==> src/rtl/region_probe.sv <==
// Scans a SIZE x SIZE square of the frame buffer in raster order and reports
// whether any non-background pixel exists, how many, and where the first one is.
module region_probe #(
  parameter int         SIZE      = 21,
  parameter int         WIDTH     = 160,
  parameter int         HEIGHT    = 120,
  parameter logic [2:0] BG_COLOUR = 3'b000
) (
  input  logic        clock,
  input  logic        reset,
  input  logic        start,
  input  logic [14:0] coord,
  output logic        rd_en,
  output logic [7:0]  rd_x,
  output logic [6:0]  rd_y,
  input  logic [2:0]  rd_data,
  output logic        busy,
  output logic        done,
  output logic        hit,
  output logic [8:0]  hit_count,
  output logic [7:0]  first_x,
  output logic [6:0]  first_y
);
  localparam int CW = (SIZE > 1) ? $clog2(SIZE + 1) : 1;

  typedef enum logic [1:0] {IDLE, SCAN, DRAIN, DONE} state_t;

  state_t          state_q, state_d;
  logic [7:0]      x0_q, x0_d;
  logic [6:0]      y0_q, y0_d;
  logic [CW-1:0]   cx_q, cx_d, cy_q, cy_d;
  logic            p1_vld_q, p1_vld_d;
  logic [7:0]      p1_x_q, p1_x_d;
  logic [6:0]      p1_y_q, p1_y_d;
  logic            hit_q, hit_d;
  logic [8:0]      hit_count_q, hit_count_d;
  logic [7:0]      first_x_q, first_x_d;
  logic [6:0]      first_y_q, first_y_d;

  logic [8:0]      x_sum;
  logic [7:0]      y_sum;
  logic            slot_on, last_slot, px_hit;

  // Sums are one bit wider than the screen coordinates so wrap-around reads
  // as off-screen instead of aliasing to the left or top edge.
  always_comb begin
    x_sum     = {1'b0, x0_q} + 9'(cx_q);
    y_sum     = {1'b0, y0_q} + 8'(cy_q);
    slot_on   = (state_q == SCAN) && (x_sum < 9'(WIDTH)) && (y_sum < 8'(HEIGHT));
    last_slot = (cx_q == CW'(SIZE - 1)) && (cy_q == CW'(SIZE - 1));
    px_hit    = p1_vld_q && (rd_data != BG_COLOUR);
  end

  assign rd_en     = slot_on;
  assign rd_x      = (state_q == SCAN) ? x_sum[7:0] : 8'd0;
  assign rd_y      = (state_q == SCAN) ? y_sum[6:0] : 7'd0;
  assign busy      = (state_q == SCAN) || (state_q == DRAIN);
  assign done      = (state_q == DONE);
  assign hit       = hit_q;
  assign hit_count = hit_count_q;
  assign first_x   = first_x_q;
  assign first_y   = first_y_q;

  always_comb begin
    state_d     = state_q;
    x0_d        = x0_q;
    y0_d        = y0_q;
    cx_d        = cx_q;
    cy_d        = cy_q;
    hit_d       = hit_q;
    hit_count_d = hit_count_q;
    first_x_d   = first_x_q;
    first_y_d   = first_y_q;
    // Slot coordinate rides alongside the read so the return can be attributed.
    p1_vld_d    = slot_on;
    p1_x_d      = x_sum[7:0];
    p1_y_d      = y_sum[6:0];

    if (px_hit) begin
      hit_d       = 1'b1;
      hit_count_d = hit_count_q + 9'd1;
      if (!hit_q) begin
        first_x_d = p1_x_q;
        first_y_d = p1_y_q;
      end
    end

    case (state_q)
      IDLE: if (start) begin
        x0_d        = coord[14:7];
        y0_d        = coord[6:0];
        cx_d        = '0;
        cy_d        = '0;
        hit_d       = 1'b0;
        hit_count_d = '0;
        first_x_d   = '0;
        first_y_d   = '0;
        state_d     = SCAN;
      end
      SCAN: begin
        if (cx_q == CW'(SIZE - 1)) begin
          cx_d = '0;
          cy_d = cy_q + CW'(1);
        end else begin
          cx_d = cx_q + CW'(1);
        end
        if (last_slot) state_d = DRAIN;
      end
      DRAIN:   state_d = DONE;
      DONE:    state_d = IDLE;
      default: state_d = IDLE;
    endcase
  end

  always_ff @(posedge clock) begin
    if (!reset) begin
      state_q     <= IDLE;
      x0_q        <= '0;
      y0_q        <= '0;
      cx_q        <= '0;
      cy_q        <= '0;
      p1_vld_q    <= 1'b0;
      p1_x_q      <= '0;
      p1_y_q      <= '0;
      hit_q       <= 1'b0;
      hit_count_q <= '0;
      first_x_q   <= '0;
      first_y_q   <= '0;
    end else begin
      state_q     <= state_d;
      x0_q        <= x0_d;
      y0_q        <= y0_d;
      cx_q        <= cx_d;
      cy_q        <= cy_d;
      p1_vld_q    <= p1_vld_d;
      p1_x_q      <= p1_x_d;
      p1_y_q      <= p1_y_d;
      hit_q       <= hit_d;
      hit_count_q <= hit_count_d;
      first_x_q   <= first_x_d;
      first_y_q   <= first_y_d;
    end
  end
endmodule
==> config.mk <==
export PLATFORM = sky130hd
export DESIGN_NAME = region_probe
export DESIGN_NICKNAME = d
export VERILOG_FILES = /design/src/rtl/region_probe.sv
export SDC_FILE = /design/constraint.sdc
export NUM_CORES = 1
export LEC_CHECK = 0
export CAP_MARGIN = 30
export CORE_MARGIN = 8
export CORE_UTILIZATION = 46
export CTS_CLUSTER_DIAMETER = 30
export CTS_CLUSTER_SIZE = 12
export DETAILED_ROUTE_END_ITERATION = 12
export MAX_ROUTING_LAYER = met4
export PLACE_DENSITY = 0.73
export RECOVER_POWER = 100
export SYNTH_ARGS = -nofsm -noshare
export SYNTH_HDL_FRONTEND = slang
export SYNTH_SLANG_ARGS = --single-unit
==> constraint.sdc <==
create_clock -name clock -period 5.5 [get_ports clock]
set_input_delay 1.1 -clock clock [delete_from_list [all_inputs] [get_ports clock]]
set_output_delay 1.1 -clock clock [all_outputs]
set_load 0.05 [all_outputs]
# Yosys cells after proc, flatten, opt, wreduce, memory -nomap -nowiden
# Cells that the tools add are included.
# op_classes
addsub	5
n_lt_le_gt_ge	2
n_eq_ne	8
mux	24
n_reduce_logical	12
# ops
operator	n
$mux W8	5
$mux W7	5
$mux W9	3
$pmux W5 S2	2
$mux W5	3
$add A5 B1 Y5 const B	2
$eq A5 B5 Y1 const B	2
$add A8 B5 Y9	1
$add A9 B1 Y9 const B	1
$lt A9 B8 Y1 const B	1
$add A7 B5 Y8	1
$lt A8 B7 Y1 const B	1
$pmux W2 S4	1
$reduce_and A2 Y1	3
$eq A2 B2 Y1 const B	2
$logic_and A1 B1 Y1	4
$mux W2	2
$ne A2 B2 Y1 const B	2
$mux W1	3
$reduce_and A3 Y1	1
$reduce_bool A3 Y1	1
$eq A2 B1 Y1 const B	1
$logic_not A2 Y1	1
$ne A2 B1 Y1 const B	1
2 further kinds	2
# word_totals
register_bits	68
input_bits	21
out_inout_bits	43
elab_cells	63

# Depth between registers and ports, before layout
# Gate-level depths: netlist of the first run.
# depth
depth_word	5
depth_mapped	9
ltp_nobuf	9

# Worst setup path before layout of the first run
# OpenSTA, ideal clock, no wires.
# synth_path
kind	flip-flop to output port
start	register cx_q[0]
end	output port rd_en
arrival_ns	2.608
required_ns	4.400
slack_ns	1.792
path_stages_with_launch	7
n_path_buf	0
path_cell_list	dfxtp_1 ha_1 fa_1 a2111o_1 o211ai_1 a31oi_1 nor4_2
# synth_between
elab_chain_len	4
# synth_rtl
element	line_no	text
start, declared	31	logic [CW-1:0] cx_q, cx_d, cy_q, cy_d;
start signal, assigned	120	cx_q <= '0;
start signal, assigned	133	cx_q <= cx_d;
$add A8 B5 Y9	47	x_sum = {1'b0, x0_q} + 9'(cx_q);
$lt A9 B8 Y1	49	slot_on = (state_q == SCAN) && (x_sum < 9'(WIDTH)) && (y_sum < 8'(HEIGHT));
$logic_and A1 B1 Y1 (2 in series)	49	
end, declared	13	output logic rd_en,
# Every way passes these cells.

# Worst setup path after layout of the first run
# Same ends and word-level chain as after synthesis.

==> summary.txt, run 1 <==
Crit path depth: 7
Crit Path Max Fanout: 6
Final Skew: 0.00878 ns
unrepaired setup endpoints after global routing: no
Top FF cell, synth: dfxtp_1
largest net degree at the start of global routing: 28
FMAX: 221 MHz
CTS tree: done
PostCTS Resize Cnt: 0
Lkg Pwr: 0.00169 uW
Post-synth EDFFs: 0
Max Cap Violations: 0
Starting Density: 47.2%
Sink Count: 68
Hold Path Sink: first_x[7]
Vias: 2697
crit path from: cx_q[0]
yosys warns: 0
fraction of layout cells with a size suffix above 1: 4.50%
Max stage delay on crit path: 0.94 ns
Final Max Slew Viols: 0
Post-Syn Nets: 422
r2r setup slk: 3.02 ns
Worst Tran Pin Value: 0.884 ns
GP Congestion: 0.863
Hold Path Depth: 2
Max-slew headroom: 40.9%
clk root buf: clkbuf_8
min-delay src: p1_x_q[7]
Hold WS: 0.439 ns
Global Route Usage Sum: 15.4%
ys async rst share: 0%
Final Setup Violations: 0
number of synthesized register bits: 68
Seq/Total Area, Yosys: 42.6%
Die Height: 99.3 um
Tot Pwr: 1580 uW
period utilisation layout: 82.2%
delay-heaviest family, CP: buffers and inverters
Max VDD drop: 0.328 mV
vias in the first global route: 2679
fin crit period: 4.52 ns
Vias/cell: 5.15
CP Capture Type: primary output
CP max stage cell: dlygate4sd3_1
number of DRC markers in iteration 0: 170
post-synth cell types: 46
P&R area growth vs syn: 27.5%
DR WL/cell: 13.6 um
Cell Chain, Critical Path: ha_1, fa_1, a2111o_1, o211ai_1, a31oi_1, nor4_1, dlygate4sd3_1
Inserted Diodes: 0
final hold viol count: 0
Critical Path Start Type: register
H-tree Lvls: 3
HPWL Detailed: 5.19 mm
initial antenna violation count: 0
GRT overflow: 0
Worst R2R Start: state_q[1]
Max clock buf depth: 2
Post-Synthesis Cells: 380
Worst-path clk slew: 0.08 ns
Nets: 481
clk_lat worst skew: 0.34 ns
Crit Path Class: reg -> out
CTS Hold Bufs: 0
first-pass GRT wire length: 12.3 mm
cts bufs inserted: 9
core footprint: 0.00676 mm^2
Die Wd: 99.3 um
R2R depth: 6
port bufs: 63
WP buf/inv: 1
Worst EP arrival: 3.42 ns
syn avg cell area: 8.40 um^2
final core utilization: 60.2%
Pwr Density: 389 mW/mm^2
Routed Antenna Nets: 0
Die ar.: 0.00986 mm^2
routed wire length: 7.10 mm
status: completed
setup TNS: 0 ns
I/O pin cnt: 64
worst min path class: reg -> reg
DRC viols: 0
first drt pass iteration count: 6
WP data required: 4.40 ns
# rows: 30
Reg-to-Reg End: cy_q[0]
Syn Std Cell Area: 0.00319 mm^2
Setup Fix Bufs, Post-CTS: 0
-- stage by stage --
step | std cells | cell area [um^2] | setup slack (ns)
after floorplan | 380 | 3190 | 1.79
after global placement | 508 | 3850 | 1.50
after detailed placement | 508 | 3850 | 1.47
after CTS | 524 | 4080 | 1.10
after global routing | 524 | 4070 | 0.792
final | 524 | 4070 | 0.976
-- Yosys cell counts, types with 3 or more instances --
master / n / area share, %
a21o_1: 5 / 1.2
a21oi_1: 40 / 6.3
and2_1: 22 / 4.3
clkbuf_1: 12 / 1.4
dfxtp_1: 68 / 43
ha_1: 19 / 7.4
inv_1: 11 / 1.3
nand2_1: 73 / 8.6
nand3_1: 11 / 1.7
nand4_1: 6 / 1.2
nand4b_1: 4 / 1.1
nor2_1: 32 / 3.8
nor2b_1: 4 / 0.78
nor4_1: 3 / 0.59
o21ai_0: 8 / 1.3
o21ai_1: 3 / 0.47
xnor2_1: 8 / 2.2
xor2_1: 14 / 3.8
-- cell families after synthesis --
kind of cell,share of synthesized area (%)
and+or+nand+nor,25.0
buffers and inverters,3.57
AOI/OAI and AO/OA,12.5
xor gates and xnor gates,6.55
adders and majority gates,8.70
DFF,42.7
muxes,0.980
-- power by group --
part	switching, uW	internal [uW]	total (uW)
combinational	357	167	524
sequential	48.0	550	598
clock	203	258	461
-- placed cells by master, fill, tap and decap left out, drive strengths merged, types with 4 or more instances in the layout --
master and count:
a21o 5, a21oi 41, and2 23, clkbuf 9
clkdlybuf4s50 18, clkinv 4, dfxtp 68, dlygate4sd3 45
ha 19, inv 12, nand2 73, nand3 11
nand4 6, nand4b 4, nor2 32, nor2b 5
nor4 4, o21ai 11, xnor2 9, xor2 14
-- state kept, by name (all words and copies together) (netlist names) --
name / cells
state_q: 2
cy_q: 5
p1_y_q: 7
first_x: 8
x0_q: 8
p1_x_q: 8
first_y: 7
p1_vld_q: 1
hit: 1
hit_count: 9
y0_q: 7
cx_q: 5
-- worst max-delay path by stage --
stage | to | slack [ns]
6_report | rd_en | 0.98
5_1_grt | rd_en | 0.79
4_1_cts | rd_en | 1.10
3_5_place_dp | rd_en | 1.47
3_3_place_gp | rd_en | 1.50
2_1_floorplan | rd_en | 1.79
-- area by class of cell --
cell class | instances | area, um^2
well taps | 80 | 100
flip-flops and latches | 68 | 1360
clock buffers | 9 | 124
fillers | 585 | 2690
repair buffers | 63 | 631
multi-input cells | 285 | 1710
inverters | 12 | 45.0
clock inverters | 7 | 98.8
-- tightest hold or removal path: stages, from the launching register on --
cell and delay, ns:
dfxtp_1 0.30, nand2_1 0.05, a21oi_1 0.05
-- routing by layer --
layer  vias up  track usage (%)  wire length [um]
li1       1395                -                 -
met1      1213             18.3              3360
met2        77             24.2              3190
met3        12             4.33               443
met4         0             6.29               108
met5         -                -                 0
Power figures use the tool's default switching activity.
==> run 2, diff against run 1 <==
==> constraint.sdc (replaced) <==
create_clock -name clock -period 4.65 [get_ports clock]
set_input_delay 0.93 -clock clock [delete_from_list [all_inputs] [get_ports clock]]
set_output_delay 0.93 -clock clock [all_outputs]
set_load 0.05 [all_outputs]
==> summary.txt, run 2 (synthesis results as in run 1) <==
status: completed
routed wire length: 7.07 mm (-0.51%)
core footprint: 0.00676 mm^2 (unchanged)
CP Capture Type: primary output
Final Skew: 0.00747 ns (-0.00131 ns)
max FFs per register: 9 (unchanged)
Max VDD drop: 0.366 mV (+12%)
GRT overflow: 0 (unchanged)
fraction of layout cells with a size suffix above 1: 4.72% (+0.21 points)
CTS Hold Bufs: 0 (unchanged)
WP data required: 3.72 ns (-0.68 ns)
HPWL Detailed: 5.36 mm (+3.2%)
first drt pass iteration count: 4 (-2)
P&R area growth vs syn: 26.3%
H-tree Lvls: 3 (unchanged)
Inserted Diodes: 0 (unchanged)
commonest non-fill, non-tap cell in the layout: nand2_1
largest net degree at the start of global routing: 28 (unchanged)
# rows: 30 (unchanged)
I/O pin cnt: 64 (unchanged)
CTS tree: done
Worst EP arrival: 3.44 ns (+0.02 ns)
DRC viols: 0 (unchanged)
Global Route Usage Sum: 14.9% (-0.57 points)
fill count: 611 (+4.4%)
initial antenna violation count: 0 (unchanged)
DR WL/cell: 13.5 um (-0.70%)
final hold viol count: 0 (unchanged)
final setup margin: 0.277 ns (-0.699 ns)
Critical Path Start Type: register
number of DRC markers in iteration 0: 133 (-22%)
Final Max Slew Viols: 0 (unchanged)
Crit Path Class: reg -> out
vias in the first global route: 2542 (-5.1%)
Die Height: 99.3 um (unchanged)
clk_lat worst skew: 0.34 ns (about the same)
most frequent cells in the layout: 73 x nand2_1, 68 x dfxtp_1, 45 x dlygate4sd3_1
Place WS: 0.780 ns (-0.688 ns)
cts bufs inserted: 9 (unchanged)
Lkg Pwr: 0.00168 uW (-0.64%)
GP Congestion: 0.864 (about the same)
Pwr Density: 437 mW/mm^2 (+12%)
Die Wd: 99.3 um (unchanged)
Nets: 482 (+0.21%)
Worst Tran Pin Value: 0.927 ns (+0.0429 ns)
clk root buf: clkbuf_8
worst min path class: reg -> reg
Max Cap Violations: 0 (unchanged)
Starting Density: 47.2% (unchanged)
fin crit period: 4.37 ns
setup TNS: 0 ns (unchanged)
first-pass GRT wire length: 11.7 mm (-4.7%)
Max-slew headroom: 38.1% (-2.9 points)
Max clock buf depth: 2 (unchanged)
Die ar.: 0.00986 mm^2 (unchanged)
unrepaired setup endpoints after global routing: no
Worst-path clk slew: 0.07 ns (about the same)
period utilisation layout: 94.0%
Hold WS: 0.437 ns (-0.00182 ns)
Routed Antenna Nets: 0 (unchanged)
Setup Fix Bufs, Post-CTS: 0 (unchanged)
Vias/cell: 5.13 (-0.38%)
Sink Count: 68 (unchanged)
FMAX: 229 MHz
Crit Path Max Fanout: 6 (unchanged)
Vias: 2692 (-0.19%)
PostCTS Resize Cnt: 0 (unchanged)
port bufs: 63 (unchanged)
Final Setup Violations: 0 (unchanged)
## run 2: critical path: stages (launching register included)
cell	delay, ns
dfxtp_1	0.36
ha_1	0.24
fa_1	0.44
a2111o_1	0.41
o211ai_1	0.20
a31oi_1	0.11
nor4_1	0.41
dlygate4sd3_1	0.94
## run 2: per-layer routing
metal | vias to the layer above | part of all wire, % | global-route usage [%]
li1 | 1392 | - | -
met1 | 1224 | 48 | 17.3
met2 | 67 | 45 | 23.3
met3 | 9 | 5.7 | 4.19
met4 | 0 | 1.4 | 6.87
met5 | - | 0 | -
## run 2: report_power, final
group          leakage [uW]  switching (uW)  total, uW  internal (uW)
Clock             0.0000920             222        429            207
Combinational       0.00104             422        623            201
Sequential         0.000552            59.9        711            651
Total               0.00168             704       1760           1060
## run 2: cell type report
type                       instances  area, um^2  share of cell area, %
inverter                          12        45.0                   1.12
multi-input combinational        285        1710                   42.4
clock buffer                      10         138                   3.41
tap                               80         100                   2.48
timing repair buffer              64         638                   15.8
clock inverter                     6        40.0                  0.993
sequential                        68        1360                   33.8
## run 2: path summary, 6_finish.rpt
kind                   from         end  slack [ns]  cells after the start
hold / removal    p1_x_q[3]  first_x[3]        0.44                      2
hold reg to reg   p1_x_q[3]  first_x[3]        0.44                      2
setup / recovery    cx_q[0]       rd_en        0.28                      7
setup reg to reg    cx_q[0]    p1_vld_q        2.25                      7
## run 2: stage by stage
step           area, um^2  util (%)  std cells  power (uW)
6_report             4030      59.7        525        1760
5_1_grt              4030      59.7        525        1870
3_5_place_dp         3860      57.1        509        1370
3_3_place_gp         3860      57.1        509        1350
4_1_cts              4040      59.8        525        1800
2_1_floorplan        3190         -        380        1180
